[src/rtl/pixel_fb_writer.sv]
// rtl/pixel_fb_writer.sv - clip, address and FIFO-buffer view pixels into the framebuffer write port
// Also runs a full-screen clear; clear_busy/clear_done are decodes of the registered state.
module pixel_fb_writer #(
  parameter int WIDTH      = 320,
  parameter int HEIGHT     = 240,
  parameter int FIFO_DEPTH = 8,
  parameter int CNT_W      = 16
) (
  input  logic             clk,
  input  logic             resetn,
  input  logic [8:0]       X_in,
  input  logic [7:0]       Y_in,
  input  logic [11:0]      Color_in,
  input  logic             writeEn_in,
  input  logic             fb_ready,
  input  logic             clear_req,
  input  logic [11:0]      clear_color,
  input  logic             stats_clear,
  output logic [16:0]      fb_addr,
  output logic [11:0]      fb_data,
  output logic             fb_wren,
  output logic             clear_busy,
  output logic             clear_done,
  output logic             fifo_full,
  output logic [CNT_W-1:0] clip_count,
  output logic [CNT_W-1:0] drop_count
);

  localparam int              AW         = $clog2(FIFO_DEPTH);
  localparam logic [AW:0]     FULL_CNT   = FIFO_DEPTH[AW:0];
  localparam logic [16:0]     LAST_ADDR  = 17'(WIDTH * HEIGHT - 1);

  typedef enum logic [1:0] {S_IDLE, S_CLEAR, S_DONE} state_t;

  state_t          state;
  logic [16:0]     mem_addr  [FIFO_DEPTH];
  logic [11:0]     mem_color [FIFO_DEPTH];
  logic [AW-1:0]   wr_ptr, rd_ptr;
  logic [AW:0]     count;
  logic [16:0]     clear_cnt;
  logic [11:0]     clear_color_q;

  logic            in_range, fifo_empty, pop, push, clip_inc, drop_inc;
  logic [16:0]     pix_addr;

  assign in_range   = (int'(X_in) < WIDTH) && (int'(Y_in) < HEIGHT);
  assign pix_addr   = 17'(int'(Y_in) * WIDTH + int'(X_in));
  assign fifo_empty = (count == '0);
  assign fifo_full  = (count == FULL_CNT);
  // A clear request wins over draining in the same cycle.
  assign pop        = (state == S_IDLE) && !clear_req && !fifo_empty && fb_ready;
  assign push       = writeEn_in && in_range && (!fifo_full || pop);
  assign clip_inc   = writeEn_in && !in_range;
  assign drop_inc   = writeEn_in && in_range && fifo_full && !pop;

  assign clear_busy = (state == S_CLEAR);
  assign clear_done = (state == S_DONE);

  // Storage is not reset; occupancy and pointers define which entries are valid.
  always_ff @(posedge clk) begin
    if (push) begin
      mem_addr[wr_ptr]  <= pix_addr;
      mem_color[wr_ptr] <= Color_in;
    end
  end

  always_ff @(posedge clk or negedge resetn) begin
    if (!resetn) begin
      state         <= S_IDLE;
      wr_ptr        <= '0;
      rd_ptr        <= '0;
      count         <= '0;
      clear_cnt     <= '0;
      clear_color_q <= '0;
      fb_addr       <= '0;
      fb_data       <= '0;
      fb_wren       <= 1'b0;
      clip_count    <= '0;
      drop_count    <= '0;
    end else begin
      fb_wren <= 1'b0;

      if (push) wr_ptr <= wr_ptr + 1'b1;
      if (pop)  rd_ptr <= rd_ptr + 1'b1;
      case ({push, pop})
        2'b10:   count <= count + 1'b1;
        2'b01:   count <= count - 1'b1;
        default: ;
      endcase

      case (state)
        S_IDLE: begin
          if (pop) begin
            fb_addr <= mem_addr[rd_ptr];
            fb_data <= mem_color[rd_ptr];
            fb_wren <= 1'b1;
          end
          if (clear_req) begin
            state         <= S_CLEAR;
            clear_cnt     <= '0;
            clear_color_q <= clear_color;
          end
        end
        S_CLEAR: begin
          if (fb_ready) begin
            fb_addr   <= clear_cnt;
            fb_data   <= clear_color_q;
            fb_wren   <= 1'b1;
            clear_cnt <= clear_cnt + 1'b1;
            if (clear_cnt == LAST_ADDR) state <= S_DONE;
          end
        end
        default: state <= S_IDLE;
      endcase

      if (stats_clear)                    clip_count <= '0;
      else if (clip_inc && ~&clip_count)  clip_count <= clip_count + 1'b1;
      if (stats_clear)                    drop_count <= '0;
      else if (drop_inc && ~&drop_count)  drop_count <= drop_count + 1'b1;
    end
  end

endmodule

[config.mk]
export PLATFORM = sky130hd
export DESIGN_NAME = pixel_fb_writer
export DESIGN_NICKNAME = d
export VERILOG_FILES = /design/src/rtl/pixel_fb_writer.sv
export SDC_FILE = /design/constraint.sdc
export NUM_CORES = 1
export LEC_CHECK = 0
export CAP_MARGIN = 20
export CORE_MARGIN = 2
export CORE_UTILIZATION = 63
export DETAILED_ROUTE_END_ITERATION = 16
export DONT_BUFFER_PORTS = 1
export HOLD_SLACK_MARGIN = 0.15
export PLACE_DENSITY = 0.78
export SYNTH_ARGS = -nofsm -noshare
export SYNTH_HDL_FRONTEND = slang
export SYNTH_SLANG_ARGS = --single-unit
[constraint.sdc]
create_clock -name clk -period 5.6 [get_ports clk]
set_input_delay 0.56 -clock clk [delete_from_list [all_inputs] [get_ports clk]]
set_output_delay 0.56 -clock clk [all_outputs]
set_load 0.01 [all_outputs]
==> flow_metrics.env <==
export IMPL_r2r_end="fb_data[0]"
export IMPL_routed_wl_um=29740
export IMPL_grt_max_degree=104
export IMPL_critical_path_max_fanout=60
export IMPL_critPathCaptureType="output port"
export IMPL_grt_pass1_wl_um=46390
export IMPL_synth_edf_count=232
export IMPL_routedWlPerCell_um=23.09
export IMPL_min_to="clear_color_q[11]"
export IMPL_p_total_uw=6937
export IMPL_crit_arrival_ns=2.38
export IMPL_async_reset_ff_share_pct=30.75
export IMPL_antenna_found_initial=0
export IMPL_netlist_top_cells_count="edfxtp_1 (232), dfrtp_1 (103), nand2_1 (87)"
export IMPL_synth_simple_area_share_pct=8.808
export IMPL_p_leak_uw=0.005634
export IMPL_peakVddDrop_uv=279.9
export IMPL_worstMarginPinSlew_ns=1.074
export IMPL_worstHoldPathCells=1
export IMPL_cts_buffers=35
export IMPL_synth_top_area_share_pct=48.60
export IMPL_timing_rr_start="state[1]"
export IMPL_slew_headroom_pct=28.18
export IMPL_die_area_um2=23970
export IMPL_crit_type="reg -> out"
export IMPL_met3_usage_pct=5.296
export IMPL_synthXorXnorAreaFrac_pct=2.933
export IMPL_fin_crit_ns=2.940
export IMPL_dp_hpwl_um=17020
export IMPL_ys_ff_latch=335
export IMPL_start_kind="flop"
export IMPL_postSynthAreaPerCell_um2=15.09
export IMPL_hold_class="in -> reg"
export IMPL_io_buffers=0
export IMPL_drc=0
export IMPL_cts_resized=0
export IMPL_vias=8176
export IMPL_crit_required_ns=5.04
export IMPL_clock_latency_ns=0.52
export IMPL_track_usage_pct=25.52
export IMPL_syn_area_um2=14330
export IMPL_met2_usage_pct=40.71
export IMPL_die_h_um=154.8
export IMPL_yosys_area_top_type="edfxtp_1"
export IMPL_io_pins=112
export IMPL_via_per_inst=6.348
export IMPL_stdcell_count=1288
export IMPL_area_delta_synth_final_pct=11.39
export IMPL_fin_crit_sh_pct=52.50
export IMPL_synth_seq_area_share_pct=66.59
export IMPL_die_w_um=154.8
export IMPL_drive_above_1_share_pct=15.45
export IMPL_num_rows=55
export IMPL_synthDistinctLibCells=60
export IMPL_fin_skew_ns=0.01675
export IMPL_hold_violations=0
export IMPL_insertedDiodeCount=0
export IMPL_synth_compound_area_share_pct=4.766
export IMPL_hp_start="clear_color[11]"
export IMPL_pwr_density_cell_nw_per_um2=434.5
export IMPL_cts_sink_count=335
export IMPL_yosys_top_cells_area="edfxtp_1 (49%), dfrtp_1 (18%), mux4_2 (9.1%)"
export IMPL_gr_usage_met1_pct=35.74
export IMPL_synthAdderAreaFrac_pct=2.339
export IMPL_antenna_left=0
export IMPL_core_region_area_um2=22500
export IMPL_drv_cap=0
export IMPL_yosysWarnings=0
export IMPL_synth_nets=1022
export IMPL_synth_top_family_by_area="multiplexers"
export IMPL_nFillCells=1375
export IMPL_clock_path_buffers=3
export IMPL_grt_overflow_total=0
export IMPL_synthMuxAreaShare_pct=12.74
export IMPL_busiest_layer="met2"
export IMPL_fmax_mhz=340.1
export IMPL_cp_startpoint="state[1]"
export IMPL_cts_tree="done"
export IMPL_drv_slew=0
export IMPL_clockRootBuffer="clkbuf_16"
export IMPL_grt_setup_unrepaired="no"
export IMPL_start_util_pct=63.70
export IMPL_h_tree_depth=2
export IMPL_synth_flop_cell="edfxtp_1"
export IMPL_grt_pass1_vias=8249
export IMPL_routabilityCongestion=0.7835
export IMPL_ff2ff_path_depth=5
export IMPL_nNetsFinal=1048
export IMPL_r2r_slack_ns=2.69
export IMPL_netlist_instances=950
export IMPL_setup_violations=0
export IMPL_status="complete, no violations"
export IMPL_placedCellCount=1203
export IMPL_synth_most_common_cell="edfxtp_1"
export IMPL_setup_tns_ns=0
export IMPL_dr_pass1_iters=7
export IMPL_clk_pin_slew_ns=0.06
export IMPL_drtIter0Drc=994
layout by cell type, fill, tap and decap left out, types with 24 or more instances in the layout:
master and n:
dfrtp_1 100, xnor2_1 26, clkbuf_16 37, nor2_1 50, mux4_2 58, edfxtp_1 232, nand3_1 24, nand2_1 87
mux2i_1 35, o21ai_0 68
power by group:
part,internal [uW],switching [uW],total (uW)
sequential,3010,277,3290
clock,1240,926,2170
combinational,686,794,1480
total,4940,2000,6940
cell type report:
class	count	area (um^2)	area share (%)
Sequential cell	335	9550	59.81
Multi-Input combinational cell	552	4583	28.70
Clock buffer	47	983.4	6.159
Tap cell	285	356.6	2.233
Timing Repair Buffer	35	332.8	2.084
Clock inverter	17	96.34	0.6034
Inverter	17	63.81	0.3997
cell families (layout without fill, tap and decap cells):
| logic type | after synthesis | in the layout |
|---|---|---|
| adder cells (fa/ha/maj) | 25 | 25 |
| buffers and inverters | 63 | 116 |
| flip-flops | 335 | 335 |
| XOR/XNOR | 48 | 48 |
| multiplexers | 108 | 108 |
| AND/OR/NAND/NOR | 253 | 253 |
| AO/OA/AOI/OAI | 118 | 118 |
sequential cells by signal, indices dropped and copies added, names as in the netlist:
register,count
fb_data,12
drop_count,16
mem_color,96
fb_wren,1
rd_ptr,3
clear_cnt,17
wr_ptr,3
state,2
mem_addr,136
fb_addr,17
clip_count,16
clear_color_q,12
count,4
per-stage QoR:
stage,instance area (um^2),util [%],setup WS (ns),hold slack [ns]
after floorplan,14330,-,1.325,0.2644
after global placement,14660,65.14,2.316,0.2663
after detailed placement,14660,65.14,2.192,0.2664
after CTS,15970,70.95,2.675,0.1809
after global routing,15970,70.95,2.438,0.1789
final,15970,70.95,2.660,0.1974
worst max-delay path, stage by stage, from the launching register on:
cell,delay (ns)
dfrtp_1,0.56
nand2b_2,0.88
inv_1,0.43
per-layer routing:
metal  up-vias  part of all wire (%)
met5         -                     0
met2       347                    48
li1       3662                     -
met4         0                   3.1
met3        68                   7.4
met1      4099                    42
what timing repair did:
| item | 4_1_cts | 5_1_grt |
|---|---|---|
| endpoints found under the hold margin | 274 | 0 |
| setup endpoints to repair | 0 | 0 |
| buffers inserted | 0 | 0 |
| hold buffers | 21 | 0 |
worst max-delay path by stage:
stage	end	cells after the start
2_1_floorplan	mem_addr[6][0]	5
3_3_place_gp	mem_addr[0][16]	8
3_5_place_dp	mem_addr[1][16]	8
4_1_cts	fb_data[0]	6
5_1_grt	fb_data[6]	5
6_report	clear_busy	2
Note: power is estimated with default switching activity, not from simulation.
